--- config.mk ---
export PLATFORM = sky130hd
export DESIGN_NAME = ysyx_icache_flat
export DESIGN_NICKNAME = d
export VERILOG_FILES = /design/src/rtl/ysyx_icache_pkg.sv /design/src/rtl/ysyx_icache_if.sv /design/src/rtl/ysyx_icache_array.sv /design/src/rtl/ysyx_icache.sv /design/src/flat_wrapper.sv
export SDC_FILE = /design/constraint.sdc
export NUM_CORES = 2
export LEC_CHECK = 0
export ABC_AREA = 1
export BUFFER_PORTS_ARGS = -buffer_cell sky130_fd_sc_hd__clkbuf_2
export CELL_PAD_IN_SITES_DETAIL_PLACEMENT = 1
export CELL_PAD_IN_SITES_GLOBAL_PLACEMENT = 1
export CORE_MARGIN = 1
export CORE_UTILIZATION = 30
export DETAILED_ROUTE_END_ITERATION = 6
export HOLD_SLACK_MARGIN = 0.15
export PLACE_DENSITY_LB_ADDON = 0.1
export SLEW_MARGIN = 20
export SYNTH_ARGS = -nofsm -noshare
export SYNTH_HDL_FRONTEND = slang
export SYNTH_HIERARCHICAL = 1
export SYNTH_SLANG_ARGS = --single-unit
--- constraint.sdc ---
create_clock -name clk -period 6.6 [get_ports clk]
set_input_delay 1.32 -clock clk [delete_from_list [all_inputs] [get_ports clk]]
set_output_delay 1.32 -clock clk [all_outputs]
set_load 0.005 [all_outputs]
--- src/rtl/ysyx_icache_pkg.sv ---
// Shared geometry helpers and FSM state encoding for the direct-mapped instruction cache.
// Pure declarations: no logic, no latency, no backpressure.
package ysyx_icache_pkg;

    localparam int ICACHE_ADDR_W     = 32;
    localparam int ICACHE_DATA_W     = 32;
    localparam int ICACHE_SETS       = 16;
    localparam int ICACHE_LINE_WORDS = 4;

    localparam logic [0:0] S_IDLE = 1'b0;
    localparam logic [0:0] S_FILL = 1'b1;

    function automatic int off_w(input int line_words);
        return $clog2(line_words);
    endfunction

    function automatic int idx_w(input int sets);
        return $clog2(sets);
    endfunction

    // Bits [1:0] are the byte offset inside a word and never reach the tag.
    function automatic int tag_w(input int addr_w, input int sets, input int line_words);
        return addr_w - idx_w(sets) - off_w(line_words) - 2;
    endfunction

    localparam int ICACHE_OFF_W = off_w(ICACHE_LINE_WORDS);
    localparam int ICACHE_IDX_W = idx_w(ICACHE_SETS);
    localparam int ICACHE_TAG_W = tag_w(ICACHE_ADDR_W, ICACHE_SETS, ICACHE_LINE_WORDS);

endpackage

--- src/rtl/ysyx_icache_if.sv ---
// Fetch-side and bus-side signals of the instruction cache; slave = cache, master = environment.
// Wires only: no latency, no backpressure of its own.
interface ysyx_icache_if #(
    parameter int ADDR_W = 32,
    parameter int DATA_W = 32
);
    logic [ADDR_W-1:0] ifu_araddr;
    logic              ifu_arvalid;
    logic [DATA_W-1:0] ifu_rdata_o;
    logic              ifu_rvalid_o;
    logic              fence_i;
    logic [ADDR_W-1:0] bus_araddr_o;
    logic              bus_arvalid_o;
    logic [DATA_W-1:0] bus_rdata;
    logic              bus_rvalid;
    logic [31:0]       hit_cnt_o;
    logic [31:0]       miss_cnt_o;

    modport slave (
        input  ifu_araddr, ifu_arvalid, fence_i, bus_rdata, bus_rvalid,
        output ifu_rdata_o, ifu_rvalid_o, bus_araddr_o, bus_arvalid_o, hit_cnt_o, miss_cnt_o
    );

    modport master (
        output ifu_araddr, ifu_arvalid, fence_i, bus_rdata, bus_rvalid,
        input  ifu_rdata_o, ifu_rvalid_o, bus_araddr_o, bus_arvalid_o, hit_cnt_o, miss_cnt_o
    );
endinterface

--- src/rtl/ysyx_icache_array.sv ---
// Tag/valid/data storage: synchronous write port, combinational read port.
// Read has zero latency; writes land at the next edge; never stalls.
module ysyx_icache_array #(
    parameter int SETS       = 16,
    parameter int LINE_WORDS = 4,
    parameter int TAG_W      = 26,
    parameter int DATA_W     = 32
) (
    input  logic                          clk,
    input  logic                          rst,
    input  logic                          inval_i,
    input  logic                          we_i,
    input  logic [$clog2(SETS)-1:0]       widx_i,
    input  logic [$clog2(LINE_WORDS)-1:0] woff_i,
    input  logic [DATA_W-1:0]             wdat_i,
    input  logic                          tag_we_i,
    input  logic [TAG_W-1:0]              wtag_i,
    input  logic                          set_vld_i,
    input  logic [$clog2(SETS)-1:0]       ridx_i,
    input  logic [$clog2(LINE_WORDS)-1:0] roff_i,
    output logic [TAG_W-1:0]              rtag_o,
    output logic                          rvld_o,
    output logic [DATA_W-1:0]             rdat_o
);
    logic [SETS-1:0]   valid_q;
    logic [TAG_W-1:0]  tag_q  [SETS];
    logic [DATA_W-1:0] data_q [SETS*LINE_WORDS];

    // Invalidate wins over set so a flushed fill never becomes visible.
    always_ff @(posedge clk) begin
        if (rst || inval_i) begin
            valid_q <= '0;
        end else if (set_vld_i) begin
            valid_q[widx_i] <= 1'b1;
        end
    end

    always_ff @(posedge clk) begin
        if (we_i) begin
            data_q[{widx_i, woff_i}] <= wdat_i;
        end
        if (tag_we_i) begin
            tag_q[widx_i] <= wtag_i;
        end
    end

    assign rtag_o = tag_q[ridx_i];
    assign rvld_o = valid_q[ridx_i];
    assign rdat_o = data_q[{ridx_i, roff_i}];
endmodule

--- src/rtl/ysyx_icache.sv ---
// Direct-mapped I-cache: 0-cycle hit, miss = 1 + LINE_WORDS bus beats + 1 hit cycle.
// The fetch side holds its request until ifu_rvalid_o; the fill holds bus_araddr_o until bus_rvalid.
module ysyx_icache
    import ysyx_icache_pkg::*;
#(
    parameter int ADDR_W     = ICACHE_ADDR_W,
    parameter int DATA_W     = ICACHE_DATA_W,
    parameter int SETS       = ICACHE_SETS,
    parameter int LINE_WORDS = ICACHE_LINE_WORDS
) (
    input logic           clk,
    input logic           rst,
    ysyx_icache_if.slave  io
);
    localparam int OFF_W = off_w(LINE_WORDS);
    localparam int IDX_W = idx_w(SETS);
    localparam int TAG_W = tag_w(ADDR_W, SETS, LINE_WORDS);

    logic [0:0]        state_q, state_d;
    logic [OFF_W-1:0]  beat_q, beat_d;
    logic [ADDR_W-1:0] base_q, base_d;
    logic              flush_q, flush_d;
    logic [31:0]       hit_q, hit_d, miss_q, miss_d;

    logic [OFF_W-1:0]  req_off;
    logic [IDX_W-1:0]  req_idx, fill_idx;
    logic [TAG_W-1:0]  req_tag, fill_tag, rd_tag;
    logic              rd_vld;
    logic [DATA_W-1:0] rd_dat;
    logic [1:0]        unused_addr_lsb;
    logic              idle, hit, miss, beat_done, last_beat, inval, set_vld;

    assign req_off         = io.ifu_araddr[OFF_W+1:2];
    assign req_idx         = io.ifu_araddr[OFF_W+2 +: IDX_W];
    assign req_tag         = io.ifu_araddr[ADDR_W-1 -: TAG_W];
    assign unused_addr_lsb = io.ifu_araddr[1:0];
    assign fill_idx        = base_q[OFF_W+2 +: IDX_W];
    assign fill_tag        = base_q[ADDR_W-1 -: TAG_W];

    assign idle      = (state_q == S_IDLE);
    assign hit       = idle && io.ifu_arvalid && !io.fence_i && rd_vld && (rd_tag == req_tag);
    assign miss      = idle && io.ifu_arvalid && !io.fence_i && !(rd_vld && (rd_tag == req_tag));
    assign beat_done = (state_q == S_FILL) && io.bus_rvalid;
    assign last_beat = beat_done && (beat_q == OFF_W'(LINE_WORDS - 1));
    // A fence seen anywhere during the fill, including its last beat, discards the new line.
    assign inval     = (idle && io.fence_i) || (last_beat && (flush_q || io.fence_i));
    assign set_vld   = last_beat && !flush_q && !io.fence_i;

    ysyx_icache_array #(
        .SETS       (SETS),
        .LINE_WORDS (LINE_WORDS),
        .TAG_W      (TAG_W),
        .DATA_W     (DATA_W)
    ) u_array (
        .clk       (clk),
        .rst       (rst),
        .inval_i   (inval),
        .we_i      (beat_done),
        .widx_i    (fill_idx),
        .woff_i    (beat_q),
        .wdat_i    (io.bus_rdata),
        .tag_we_i  (last_beat),
        .wtag_i    (fill_tag),
        .set_vld_i (set_vld),
        .ridx_i    (req_idx),
        .roff_i    (req_off),
        .rtag_o    (rd_tag),
        .rvld_o    (rd_vld),
        .rdat_o    (rd_dat)
    );

    always_comb begin
        state_d = state_q;
        beat_d  = beat_q;
        base_d  = base_q;
        flush_d = flush_q;
        hit_d   = hit ? hit_q + 32'd1 : hit_q;
        miss_d  = miss ? miss_q + 32'd1 : miss_q;
        if (miss) begin
            state_d = S_FILL;
            beat_d  = '0;
            base_d  = {io.ifu_araddr[ADDR_W-1:OFF_W+2], {(OFF_W+2){1'b0}}};
        end
        if (state_q == S_FILL) begin
            if (io.fence_i) begin
                flush_d = 1'b1;
            end
            if (beat_done) begin
                beat_d = beat_q + OFF_W'(1);
            end
            if (last_beat) begin
                state_d = S_IDLE;
                flush_d = 1'b0;
            end
        end
    end

    always_ff @(posedge clk) begin
        if (rst) begin
            state_q <= S_IDLE;
            beat_q  <= '0;
            base_q  <= '0;
            flush_q <= 1'b0;
            hit_q   <= '0;
            miss_q  <= '0;
        end else begin
            state_q <= state_d;
            beat_q  <= beat_d;
            base_q  <= base_d;
            flush_q <= flush_d;
            hit_q   <= hit_d;
            miss_q  <= miss_d;
        end
    end

    // rst gates the request combinationally so a reset mid-fill drops it in the same cycle.
    assign io.bus_arvalid_o = (state_q == S_FILL) && !rst;
    assign io.bus_araddr_o  = base_q | (ADDR_W'(beat_q) << 2);
    assign io.ifu_rvalid_o  = hit;
    assign io.ifu_rdata_o   = hit ? rd_dat : '0;
    assign io.hit_cnt_o     = hit_q;
    assign io.miss_cnt_o    = miss_q;
endmodule

--- src/flat_wrapper.sv ---
// flat-port wrapper written by rule: the top's interface ports become plain ports
module ysyx_icache_flat import ysyx_icache_pkg::*;
#(
    parameter int ADDR_W     = ICACHE_ADDR_W,
    parameter int DATA_W     = ICACHE_DATA_W,
    parameter int SETS       = ICACHE_SETS,
    parameter int LINE_WORDS = ICACHE_LINE_WORDS
)
  (clk, rst, io_ifu_araddr, io_ifu_arvalid, io_fence_i, io_bus_rdata, io_bus_rvalid, io_ifu_rdata_o, io_ifu_rvalid_o, io_bus_araddr_o, io_bus_arvalid_o, io_hit_cnt_o, io_miss_cnt_o);
  ysyx_icache_if #(.ADDR_W(ADDR_W), .DATA_W(DATA_W)) io_i ();
  input logic clk;
  input logic rst;
  input wire logic [$bits(io_i.ifu_araddr)-1:0] io_ifu_araddr;
  input wire logic [$bits(io_i.ifu_arvalid)-1:0] io_ifu_arvalid;
  input wire logic [$bits(io_i.fence_i)-1:0] io_fence_i;
  input wire logic [$bits(io_i.bus_rdata)-1:0] io_bus_rdata;
  input wire logic [$bits(io_i.bus_rvalid)-1:0] io_bus_rvalid;
  output wire logic [$bits(io_i.ifu_rdata_o)-1:0] io_ifu_rdata_o;
  output wire logic [$bits(io_i.ifu_rvalid_o)-1:0] io_ifu_rvalid_o;
  output wire logic [$bits(io_i.bus_araddr_o)-1:0] io_bus_araddr_o;
  output wire logic [$bits(io_i.bus_arvalid_o)-1:0] io_bus_arvalid_o;
  output wire logic [$bits(io_i.hit_cnt_o)-1:0] io_hit_cnt_o;
  output wire logic [$bits(io_i.miss_cnt_o)-1:0] io_miss_cnt_o;
  assign io_i.ifu_araddr = io_ifu_araddr;
  assign io_i.ifu_arvalid = io_ifu_arvalid;
  assign io_i.fence_i = io_fence_i;
  assign io_i.bus_rdata = io_bus_rdata;
  assign io_i.bus_rvalid = io_bus_rvalid;
  assign io_ifu_rdata_o = io_i.ifu_rdata_o;
  assign io_ifu_rvalid_o = io_i.ifu_rvalid_o;
  assign io_bus_araddr_o = io_i.bus_araddr_o;
  assign io_bus_arvalid_o = io_i.bus_arvalid_o;
  assign io_hit_cnt_o = io_i.hit_cnt_o;
  assign io_miss_cnt_o = io_i.miss_cnt_o;
  ysyx_icache #(.ADDR_W(ADDR_W), .DATA_W(DATA_W), .SETS(SETS), .LINE_WORDS(LINE_WORDS)) u_core (.clk(clk), .rst(rst), .io(io_i));
endmodule
* Word level (Yosys, flattened, before mapping)
Memory sizes are Yosys's and may differ from the RTL's.
Index checks and enable logic that the tools add are counted.
Widths: inputs -> output; s select.
** Word-level totals
- Flip-flop bits (word level) :: 112
- Bits in writable memories :: 2432
- Bits of input ports :: 69
- Output and inout port bits :: 130
- Memories kept :: 2
** Operators by class
- $add $sub $neg :: 3
- Order comparisons :: 3
- Eq/ne operators :: 2
- Mux-type cells :: 17
- Bitwise operators :: 3
- Reduce and logical (&&, ||, !) cells :: 23
** Memories
- u_core.u_array.data_q :: words 64, width 32, rd ports 1, clocked after Yosys merged registers in 0, wr ports 1, RTL line ysyx_icache_array.sv:27 : logic [DATA_W-1:0] data_q [SETS*LINE_WORDS];
- u_core.u_array.tag_q :: words 16, width 24, rd ports 1, clocked after Yosys merged registers in 0, wr ports 1, RTL line ysyx_icache_array.sv:26 : logic [TAG_W-1:0] tag_q [SETS];
** Operators by type and width (number)
- $add 32x1->32 const B :: 2
- $mux 32 :: 1
- $or 32x4->32 :: 1
- $eq 24x24->1 :: 1
- $or 16x16->16 :: 1
- $logic_and 1x1->1 :: 14
- $mux 1 :: 11
- $lt 4x5->1 const B :: 2
- $mux 2 :: 3
- $bmux 1 s4 :: 1
- $demux 1 s4 :: 1
- $ge 4x1->1 const B :: 1
- $logic_not 1->1 :: 4
- $logic_or 1x1->1 :: 3
- $add 2x1->2 const B :: 1
- $eq 2x2->1 const B :: 1
- $reduce_and 2->1 :: 1
- $reduce_bool 2->1 :: 1
- $not 1->1 :: 1

* Depth between registers and ports, before layout
- Depth in word-level cells :: 8
- Mapped depth :: 20
- Gate-level depth less buffers :: 15

* Hierarchy
Netlist, hierarchy kept.
** Modules (own cells, without submodules)
- ysyx_icache_array :: times used 1, cells an instance 7895, area each 97708.7 um2, sequential area each 73350.3 um2
- ysyx_icache :: times used 1, cells an instance 1091, area each 6328.6 um2, sequential area each 1921.8 um2

* Worst setup path after synthesis
No wires, ideal clock.
- Kind :: input to output
- Start point :: in io_ifu_araddr[4]
- End point :: out io_ifu_rdata_o[22]
- Arrival :: 3.400 ns
- Path slack :: 1.880 ns
- Stages on the path :: 19
- Path through :: buf_4 > inv_2 > buf_2 > buf_4 > buf_2 > nor2_1 > o221ai_1 > nand3_1 > nand2_1 > inv_1 > nand2_1 > nand4_1 > or2_1 > nor2_1 > nand2_1 > nor2_1 > nand2_1 > buf_2 > nor2_1
** RTL lines
- start, declared :: RTL line flat_wrapper.sv:13 : input wire logic [$bits(io_i.ifu_araddr)-1:0] io_ifu_araddr;
- $mem_v2 16x24
- named net u_core.rd_tag[13] :: RTL line ysyx_icache.sv:27 : logic [TAG_W-1:0] req_tag, fill_tag, rd_tag;
- $eq 24x24->1 :: RTL line ysyx_icache.sv:41 : assign hit = idle && io.ifu_arvalid && !io.fence_i && rd_vld && (rd_tag == req_tag);
- $logic_and 1x1->1 :: RTL line ysyx_icache.sv:41
- $mux 32 :: RTL line ysyx_icache.sv:120 : assign io.ifu_rdata_o = hit ? rd_dat : '0;
- end, declared :: RTL line flat_wrapper.sv:18 : output wire logic [$bits(io_i.ifu_rdata_o)-1:0] io_ifu_rdata_o;
The timed path passes the listed nets, and every way through them passes these cells. The select of a mux whose other input is x is not followed.

* Worst setup path in the final report
- Start point :: in io_ifu_araddr[4]
- End point :: out io_ifu_rdata_o[5]
The elaborated chain is that of the path after synthesis.

==> results.sh <==
export IMPL_outcome="finished clean"
export IMPL_setup_tns_ns=0
export IMPL_clk_latency_ns=0.89
export IMPL_drc=0
export IMPL_hold_violations=0
export IMPL_ir_drop_v=0.000194
export IMPL_cp_start_kind="primary input"
export IMPL_synth_top_cell_area_share=0.702
export IMPL_rrSetupSlack_ns=2.91
export IMPL_gp_congestion=0.774
export IMPL_slew_viol_final=0
export IMPL_crit_type="in2out"
export IMPL_hold_path_class="reg2reg"
export IMPL_num_io_pins=199
export IMPL_synth_top_flop_cell="edfxtp_1"
export IMPL_grt_pass1_vias=73000
export IMPL_vias=70300
export IMPL_core_region_area_um2=344000
export IMPL_cellLeakagePower_nw=42.0
export IMPL_synth_cell_type_count=34
export IMPL_path_cells="buf_8, inv_8, buf_4, o21ai_0, o221ai_1, o211ai_1, nand2_1, inv_1, nand2_1, nand2_1, nor4_1, nand2_1, nor2_1, nand2_2, buf_4, nor2_1, clkbuf_2"
export IMPL_stdcell_area_um2=120000
export IMPL_cts_setup_buffers=0
export IMPL_placementRows=215
export IMPL_cts_resized=0
export IMPL_nNetsFinal=9223
export IMPL_path_clk_slew_ns=0.06
export IMPL_cap_violations=0
export IMPL_r2r_start="u_core/base_q[5]"
export IMPL_synth_seq_cells=2544
export IMPL_hpwl_um=196000
export IMPL_relSlewSlack=0.257
export IMPL_yosysSeqAreaShare=0.724
export IMPL_final_layout_size_suffix_gt1_frac=0.0988
export IMPL_wl_um=355000
export IMPL_postCtsHoldBufs=0
export IMPL_dr_pass1_iters=5
export IMPL_cts_tree="yes"
export IMPL_syn_inst=8986
export IMPL_syn_cell_area_um2=104000
export IMPL_n_fill_cell=36800
export IMPL_cts_buffers=301
export IMPL_finClkSkew_ns=0.0338
export IMPL_dpl_cell_area_um2=111000
export IMPL_clkSinkCount=2544
export IMPL_die_y_um=591
export IMPL_crit_required_ns=5.28
export IMPL_grt_antenna_before_repair=6
export IMPL_synth_area_leaders="edfxtp_1 70%, nand3_1 9.8%, nand2_1 9.7%"
export IMPL_crit_family="buffers and inverters"
export IMPL_io_buffers=194
export IMPL_track_usage=0.200
export IMPL_root_buffer="clkbuf_16"
export IMPL_syn_avg_cell_area_um2=11.6
export IMPL_ys_warn_count=6
export IMPL_design_die_area_um2=349000
export IMPL_initial_core_util=0.302
export IMPL_wl_per_cell_um=25.4
export IMPL_drt_iter0_markers=4481
export IMPL_antenna_left=0
export IMPL_critPathSlowestCell="buf_4"
export IMPL_grt_pass1_wl_um=517000
export IMPL_hold_path_endpoint="u_core/u_array/valid_q[15]"
export IMPL_cp_num_buf_inv=6
export IMPL_synthArstFlopShare=0
export IMPL_critPathMostFrequentCell="nand2_1"
export IMPL_hp_start="u_core/u_array/valid_q[15]"
export IMPL_r2r_end="u_core/u_array/data_q[11][5]"
export IMPL_power_mw=35.7
export IMPL_fin_crit_ns=5.91
export IMPL_via_per_inst=5.04
export IMPL_fin_util=0.349
export IMPL_crit_fanout=64
export IMPL_gr_total_overflow=0
export IMPL_reg2reg_depth=5
export IMPL_htreeDepth=5
export IMPL_area_growth_pct=15.5
export IMPL_die_w_um=591
export IMPL_grt_setup_unrepaired="false"
export IMPL_arrival_ns=4.59
export IMPL_min_period_over_period=0.896
export IMPL_crit_path_end_kind="output port"
export IMPL_p_per_area_nw_per_um2=297
export IMPL_slowest_delay_ns=0.38
export IMPL_worst_slew_pin_slew_ns=1.11
export IMPL_setup_viol=0
export IMPL_min_path_cells=2
export IMPL_fmax_ghz=0.169
export IMPL_grt_max_degree=131
export IMPL_synth_edf_count=2432
export IMPL_clock_path_buffers=4
export IMPL_synth_area_leader_cell="edfxtp_1"
cells by family after synthesis:
family,count (synthesis),share of synthesized area
and+or+nand+nor,5238,0.216
DFF,2544,0.724
buffers and inverters,730,0.0333
AOI/OAI and AO/OA,439,0.0246
xor gates and xnor gates,31,0.00261
adders and majority gates,3,0.000361
other,1,0.0000360
sequential cells by signal (all words and copies together) (netlist names):
| register | cells |
|---|---|
| u_core/flush_q | 1 |
| u_core/u_array/data_q | 2048 |
| u_core/beat_q | 2 |
| u_core/u_array/valid_q | 16 |
| u_core/io.hit_cnt_o | 32 |
| u_core/base_q | 28 |
| u_core/state_q | 1 |
| u_core/io.miss_cnt_o | 32 |
| u_core/u_array/tag_q | 384 |
power by group:
group / total (mW) / internal (mW) / switching, mW
logic: 2.09 / 0.496 / 1.59
clock network: 15.9 / 9.24 / 6.64
registers: 17.7 / 17.7 / 0.0432
total: 35.7 / 27.4 / 8.27
how the worst max path moves through the flow:
stage / startpoint / end / slack [ns] / cells after the start
after floorplan: io_ifu_araddr[4] / io_ifu_rdata_o[22] / 1.88 / 19
after global placement: io_ifu_araddr[5] / io_ifu_rdata_o[3] / 0.62 / 18
after detailed placement: io_ifu_araddr[5] / io_ifu_rdata_o[5] / 0.60 / 17
after CTS: io_ifu_araddr[5] / io_ifu_rdata_o[5] / 0.59 / 17
after global routing: io_ifu_araddr[4] / io_ifu_rdata_o[6] / 0.39 / 17
final: io_ifu_araddr[4] / io_ifu_rdata_o[5] / 0.69 / 17
routing by layer:
metal  part of all wire  global-route usage  vias up
li1                   -                   -    32200
met1               0.48               0.282    36700
met2               0.47               0.329     1033
met3              0.031              0.0228      392
met4              0.022              0.0466        4
met5           0.000051                   0        -
synth_stat cells (2+ instances only):
master and number:
nor3_1 20, clkinv_1 5, nand2_1 2691, ha_1 3, buf_4 61, buf_2 330
clkbuf_1 135, a21oi_1 120, inv_2 7, nand3b_1 29, buf_6 11, o221ai_1 77
xnor2_1 8, xor2_1 23, edfxtp_1 2432, o22ai_1 19, o211ai_1 19, nand4_1 16
nand3_1 2039, nor2_4 2, nor2_1 435, buf_1 44, dfxtp_1 112, inv_1 136
o21ai_0 203
per-stage QoR:
step | instances | worst slack, ns | hold WS [ns]
CTS | 13900 | 0.592 | 0.447
finish | 13900 | 0.689 | 0.449
global route | 13900 | 0.394 | 0.465
floorplan | 8987 | 1.88 | 0.427
global placement | 13400 | 0.616 | 0.434
detailed placement | 13400 | 0.601 | 0.439
final cells by class:
type | count | area [um^2] | share of cell area
diodes | 6 | 15.0 | 0.000125
clock buffers | 399 | 8200 | 0.0682
clock inverters | 135 | 1010 | 0.00844
inverters | 149 | 604 | 0.00503
multi-input cells | 5713 | 25900 | 0.215
flip-flops and latches | 2544 | 75300 | 0.627
well taps | 4557 | 5700 | 0.0475
repair buffers | 442 | 3450 | 0.0288
cell usage in the layout, fill, tap and decap left out, types with 16 or more instances in the layout:
master,n
nor3_2,17
buf_12,44
dfxtp_1,112
clkbuf_1,83
xor2_1,23
edfxtp_1,2432
o21ai_0,203
clkbuf_2,187
inv_1,134
clkbuf_16,314
nor2_4,66
o221ai_1,77
buf_4,205
nand3_1,2039
o22ai_1,19
nand4_1,16
clkinv_1,70
a21oi_1,120
nand2_1,2690
clkinv_2,42
o211ai_1,19
nand3b_1,29
nor2_1,370
worst min-delay path: cells and delay by family, from the launching register on:
family,cells,cell delay (ns)
flops,1,0.30
buf+inv,1,0.05
compound gates,1,0.05
Note: power is estimated with default switching activity, not from simulation.
